--- src/rtl/apb4_mst_pkg.sv ---
// Shared types for the APB4 initiator bridge: FSM state encoding and response error codes.
package apb4_mst_pkg;

  typedef enum logic [1:0] {
    IDLE   = 2'd0,
    SETUP  = 2'd1,
    ACCESS = 2'd2,
    RESP   = 2'd3
  } apb4_state_e;

  localparam logic [1:0] APB4_RSP_OKAY    = 2'b00;
  localparam logic [1:0] APB4_RSP_SLVERR  = 2'b01;
  localparam logic [1:0] APB4_RSP_TIMEOUT = 2'b10;

endpackage

--- src/rtl/apb4_mst_bridge.sv ---
// APB4 initiator: converts a valid/ready request stream into single APB4 transfers and returns one
// response per request, handling wait states, PSLVERR and an optional PREADY timeout.
module apb4_mst_bridge
  import apb4_mst_pkg::*;
#(
  parameter int ADDR_WIDTH  = 32,
  parameter int DATA_WIDTH  = 32,
  parameter int TIMEOUT_CYC = 256
) (
  input  logic                    clk_i,
  input  logic                    rst_i,
  input  logic                    req_valid_i,
  output logic                    req_ready_o,
  input  logic                    req_write_i,
  input  logic [ADDR_WIDTH-1:0]   req_addr_i,
  input  logic [DATA_WIDTH-1:0]   req_wdata_i,
  input  logic [DATA_WIDTH/8-1:0] req_wstrb_i,
  input  logic [2:0]              req_prot_i,
  output logic                    rsp_valid_o,
  input  logic                    rsp_ready_i,
  output logic [DATA_WIDTH-1:0]   rsp_rdata_o,
  output logic [1:0]              rsp_err_o,
  output logic [ADDR_WIDTH-1:0]   paddr_o,
  output logic [2:0]              pprot_o,
  output logic                    psel_o,
  output logic                    penable_o,
  output logic                    pwrite_o,
  output logic [DATA_WIDTH-1:0]   pwdata_o,
  output logic [DATA_WIDTH/8-1:0] pstrb_o,
  input  logic                    pready_i,
  input  logic [DATA_WIDTH-1:0]   prdata_i,
  input  logic                    pslverr_i
);

  localparam int STRB_W = DATA_WIDTH / 8;
  // A disabled timeout still needs a legal one-bit counter declaration.
  localparam int CNT_W  = (TIMEOUT_CYC > 0) ? $clog2(TIMEOUT_CYC + 1) : 1;
  localparam bit TIMEOUT_EN = (TIMEOUT_CYC != 0);
  localparam logic [CNT_W-1:0] TMO_LAST = CNT_W'(TIMEOUT_CYC - 1);

  apb4_state_e             state_q, state_d;
  logic [ADDR_WIDTH-1:0]   paddr_q, paddr_d;
  logic [2:0]              pprot_q, pprot_d;
  logic                    pwrite_q, pwrite_d;
  logic [DATA_WIDTH-1:0]   pwdata_q, pwdata_d;
  logic [STRB_W-1:0]       pstrb_q, pstrb_d;
  logic [CNT_W-1:0]        cnt_q, cnt_d;
  logic [DATA_WIDTH-1:0]   rdata_q, rdata_d;
  logic [1:0]              err_q, err_d;

  always_comb begin
    // NOTE: every next-state value is defaulted to its register first so no path leaves it unassigned (no latch).
    state_d  = state_q;
    paddr_d  = paddr_q;
    pprot_d  = pprot_q;
    pwrite_d = pwrite_q;
    pwdata_d = pwdata_q;
    pstrb_d  = pstrb_q;
    cnt_d    = cnt_q;
    rdata_d  = rdata_q;
    err_d    = err_q;

    unique case (state_q)
      IDLE: begin
        if (req_valid_i) begin
          paddr_d  = req_addr_i;
          pprot_d  = req_prot_i;
          pwrite_d = req_write_i;
          pwdata_d = req_write_i ? req_wdata_i : '0;
          pstrb_d  = req_write_i ? req_wstrb_i : '0;
          cnt_d    = '0;
          state_d  = SETUP;
        end
      end
      SETUP: state_d = ACCESS;
      ACCESS: begin
        if (TIMEOUT_EN) cnt_d = cnt_q + CNT_W'(1);
        // PREADY takes priority over a timeout expiring in the same cycle.
        if (pready_i) begin
          rdata_d = (!pwrite_q && !pslverr_i) ? prdata_i : '0;
          err_d   = pslverr_i ? APB4_RSP_SLVERR : APB4_RSP_OKAY;
          state_d = RESP;
        end else if (TIMEOUT_EN && cnt_q == TMO_LAST) begin
          rdata_d = '0;
          err_d   = APB4_RSP_TIMEOUT;
          state_d = RESP;
        end
      end
      RESP: begin
        if (rsp_ready_i) state_d = IDLE;
      end
      default: state_d = IDLE;
    endcase
  end

  always_ff @(posedge clk_i) begin
    // NOTE: sequential state uses non-blocking assignments so all registers update from pre-edge values.
    if (rst_i) begin
      state_q  <= IDLE;
      paddr_q  <= '0;
      pprot_q  <= '0;
      pwrite_q <= 1'b0;
      pwdata_q <= '0;
      pstrb_q  <= '0;
      cnt_q    <= '0;
      rdata_q  <= '0;
      err_q    <= APB4_RSP_OKAY;
    end else begin
      state_q  <= state_d;
      paddr_q  <= paddr_d;
      pprot_q  <= pprot_d;
      pwrite_q <= pwrite_d;
      pwdata_q <= pwdata_d;
      pstrb_q  <= pstrb_d;
      cnt_q    <= cnt_d;
      rdata_q  <= rdata_d;
      err_q    <= err_d;
    end
  end

  // Ready is masked while reset is held so every output reads 0 during reset.
  assign req_ready_o = (state_q == IDLE) && !rst_i;
  assign psel_o      = (state_q == SETUP) || (state_q == ACCESS);
  assign penable_o   = (state_q == ACCESS);
  assign rsp_valid_o = (state_q == RESP);
  assign rsp_rdata_o = rdata_q;
  assign rsp_err_o   = err_q;
  assign paddr_o     = paddr_q;
  assign pprot_o     = pprot_q;
  assign pwrite_o    = pwrite_q;
  assign pwdata_o    = pwdata_q;
  assign pstrb_o     = pstrb_q;

endmodule
--- config.mk ---
export PLATFORM = sky130hd
export DESIGN_NAME = apb4_mst_bridge
export DESIGN_NICKNAME = d
export VERILOG_FILES = /design/src/rtl/apb4_mst_pkg.sv /design/src/rtl/apb4_mst_bridge.sv
export SDC_FILE = /design/constraint.sdc
export NUM_CORES = 1
export LEC_CHECK = 0
export ABC_CLOCK_PERIOD_IN_PS = 2300
export CAP_MARGIN = 15
export CORE_ASPECT_RATIO = 0.7
export CORE_MARGIN = 8
export CORE_UTILIZATION = 50
export CTS_CLUSTER_SIZE = 25
export DETAILED_ROUTE_END_ITERATION = 8
export DONT_BUFFER_PORTS = 1
export GPL_ROUTABILITY_DRIVEN = 1
export SKIP_LAST_GASP = 1
export SLEW_MARGIN = 20
export SYNTH_ARGS = -nofsm -noshare
export SYNTH_HDL_FRONTEND = slang
export SYNTH_SLANG_ARGS = --single-unit
--- constraint.sdc ---
create_clock -name clk_i -period 2.3 [get_ports clk_i]
set_input_delay 0.46 -clock clk_i [delete_from_list [all_inputs] [get_ports clk_i]]
set_output_delay 0.46 -clock clk_i [all_outputs]
set_load 0.01 [all_outputs]
==> impl_metrics.tcl <==
set metrics [dict create \
    status "complete, no violations" \
    use_met1 0.2106 \
    p_sw_uw 1683 \
    crit_slowest_cell "ha_1" \
    synth_top_area_cell "dfxtp_1" \
    worstSetupEndpointType "register" \
    yosys_most_used_dff "dfxtp_1" \
    yosysMostFrequentCell "dfxtp_1" \
    min_period_over_period 0.8973 \
    cts-htree-levels 4 \
    grt-busiest-layer "met2" \
    antenna_cells 0 \
    area_delta_synth_final_pct 16.80 \
    hold_viol 0 \
    r2r_start "state_q[0]" \
    hp-class "primary input to register" \
    clkTransAtPathRegs_ps 50 \
    peakVddDrop_uv 631.2 \
    placedCellCount 572 \
    worst_slew_pin_slew_ps 853.0 \
    hold_path_depth 1 \
    hold_path_end "paddr_o[18]" \
    nNetsFinal 602 \
    critPathRequiredTime_ps 2630 \
    gp_congestion 0.7177 \
    reg2reg_slack_ps 240 \
    slowest_delay_ps 590 \
    synth-seq-cells 117 \
    switching_share 0.2713 \
    cts_setup_buffers 0 \
    fillers 733 \
    pwr-share-seq 0.401 \
    die_h_um 93.02 \
    first_pass_iters 5 \
    synthesis.area_mm2 0.004237 \
    period_minus_slack_ps 2064 \
    rows 28 \
    crit_fanout 32 \
    synthTopCellsByCount "dfxtp_1, nand2_1, a21oi_1" \
    io_buffers 0 \
    first_iter_violations 182 \
    synth_top_area_frac 0.5529 \
    cts.path.max_buffers 2 \
    clock-root-buffer "clkbuf_16" \
    grt.met2_usage 0.3000 \
    ios 220 \
    grt_max_degree 115 \
    clk_latency_ps 400 \
    routed_wl_mm 11.71 \
    grt_antenna_before_repair 0 \
    crit_type "register to register" \
    p_clk_frac 0.458 \
    cts_resized 0 \
    drive_gt1_frac 0.08617 \
    synthDistinctLibCells 31 \
    power_density_mw_per_mm2 1253 \
    clkSinkCount 117 \
    synthArstFlopShare 0 \
    cp_cell_sequence "inv_1 > ha_1 > nand2_1 > nor3_4 > buf_4 > a22oi_1 > nor2_1" \
    synth_fp_nets 617 \
    cap_violations 0 \
    multi_input_area_mm2 0.001743 \
    setup_viol 0 \
    grt_pass1_vias 3223 \
    initial_utilization 0.5081 \
    comb_power_share 0.141 \
    grt_setup_unrepaired "no" \
    gr-usage-all-layers 0.1921 \
    ys_warn_count 0 \
    relSlewSlack 0.4292 \
    cp.arrival_ps 2390 \
    synthTopCellsByArea "dfxtp_1, nand2_1, a21oi_1" \
    hold_buffers 0 \
    viasPerCell 5.584 \
    die_x_um 126.0 \
    die-area_mm2 0.01172 \
    r2r_cells 7 \
    fmax_ghz 0.4846 \
    routedWlPerCell_um 19.39 \
    ff_latch_area_mm2 0.002342 \
    ys_seq_area_frac 0.5529 \
    syn_inst 501 \
    postRouteAntennaNets 0 \
    final_cell_count_no_fill 604 \
    grt_pass1_wl_mm 17.80 \
    dpl.hpwl_mm 8.135 \
    worstReg2RegEnd "rsp_rdata_o[15]" \
    worstHoldStart "rst_i" \
    intPower_uw 4519 \
    gr-usage-met3 0.1216 \
    finalSetupTns_ps 0 \
    numCtsBuffers 17 \
    coreArea_mm2 0.008338 \
    globalRouteOverflowTotal 0 \
    fin_skew_ps 10.31 \
    cts_tree "yes" \
    routed-via-count 3373 \
    syn_area_per_cell_um2 8.456 \
    start_kind "register" \
    synth_edf_count 0 \
    post-route-drc-count 0 \
    final-max-slew-violation-count 0 \
    leakage_uw 0.001761 \
]
## power by group through the flow
| stage | clock (uW) | sequential (uW) | combinational, uW |
|---|---|---|---|
| after floorplan | 0 | 2470 | 716 |
| final | 2840 | 2490 | 872 |
| after global placement | 0 | 2530 | 847 |
| after detailed placement | 0 | 2530 | 875 |
| after global routing | 2980 | 2510 | 976 |
| after CTS | 2890 | 2490 | 880 |
## through the flow
stage	total power [uW]	util	area (um2)	hold slack (ps)	setup slack [ps]
global route	6468	0.5935	4949	106.7	65.81
floorplan	3183	-	4237	455.9	644.3
detailed placement	3407	0.5150	4294	492.0	248.6
global placement	3379	0.5141	4287	471.3	90.83
CTS	6263	0.5935	4949	116.3	212.2
finish	6201	0.5935	4949	126.7	236.3
## critical path: cells and delay by family (launching register included)
family | cells | cell delay (ps)
and+or+nand+nor | 3 | 490
adders and majority gates | 1 | 590
AOI/OAI and AO/OA | 1 | 140
DFF | 1 | 320
buffers and inverters | 2 | 450
## flip-flops by register name, indices dropped and copies added (netlist names)
| signal | count |
|---|---|
| state_q | 2 |
| pwrite_o | 1 |
| cnt_q | 9 |
| rsp_rdata_o | 32 |
| paddr_o | 32 |
| pstrb_o | 4 |
| rsp_err_o | 2 |
| pprot_o | 3 |
| pwdata_o | 32 |
## final cells by class
cell class	instances	share of cell area
well taps	105	0.02655
clock buffers	24	0.1034
flip-flops and latches	117	0.4733
multi-input cells	341	0.3522
clock inverters	8	0.02882
inverters	4	0.003034
repair buffers	5	0.01264
## cells in the final DEF, fill, tap and decap left out, types with 2 or more instances in the layout
cell type    n
buf_4        3
a22oi_1     33
ha_1         6
a21oi_1     74
clkbuf_16   17
nor3_1       2
inv_1        4
clkbuf_8     6
o21ai_0      2
clkinv_2     3
nand3_1     38
nor2b_1      2
xnor2_1      4
buf_12       2
nand2_1    113
a32oi_1      2
dfxtp_1    117
bufinv_16    4
nor2_1      46
nand2b_1     3
a211oi_1     2
## logic make-up (layout without fill, tap and decap cells)
| kind of cell | after synthesis | after routing | share of synthesized area |
|---|---|---|---|
| multiplexers | 2 | 2 | 0.005611 |
| flip-flops | 117 | 117 | 0.5529 |
| AO/OA/AOI/OAI | 118 | 118 | 0.1663 |
| XOR/XNOR | 4 | 4 | 0.008268 |
| AND/OR/NAND/NOR | 211 | 211 | 0.2085 |
| adder cells (fa/ha/maj) | 6 | 6 | 0.01772 |
| buffers and inverters | 43 | 41 | 0.04075 |
## worst max-delay path by stage
stage | depth (start not counted) | to | slack [ps] | from
2_1_floorplan | 8 | rsp_rdata_o[10] | 640 | cnt_q[0]
3_5_place_dp | 7 | rsp_rdata_o[15] | 250 | state_q[0]
6_report | 7 | rsp_rdata_o[15] | 240 | state_q[0]
4_1_cts | 7 | rsp_rdata_o[15] | 210 | state_q[0]
3_3_place_gp | 7 | rsp_rdata_o[5] | 90 | cnt_q[0]
5_1_grt | 7 | rsp_rdata_o[8] | 70 | state_q[0]
## metal layers
metal	vias to the layer above	routed length, um	share of wire
met5	-	0	0
met2	147	5526	0.47
li1	1660	-	-
met1	1560	4629	0.40
met3	6	1471	0.13
met4	0	85	0.0073
Note: power is estimated with default switching activity, not from simulation.
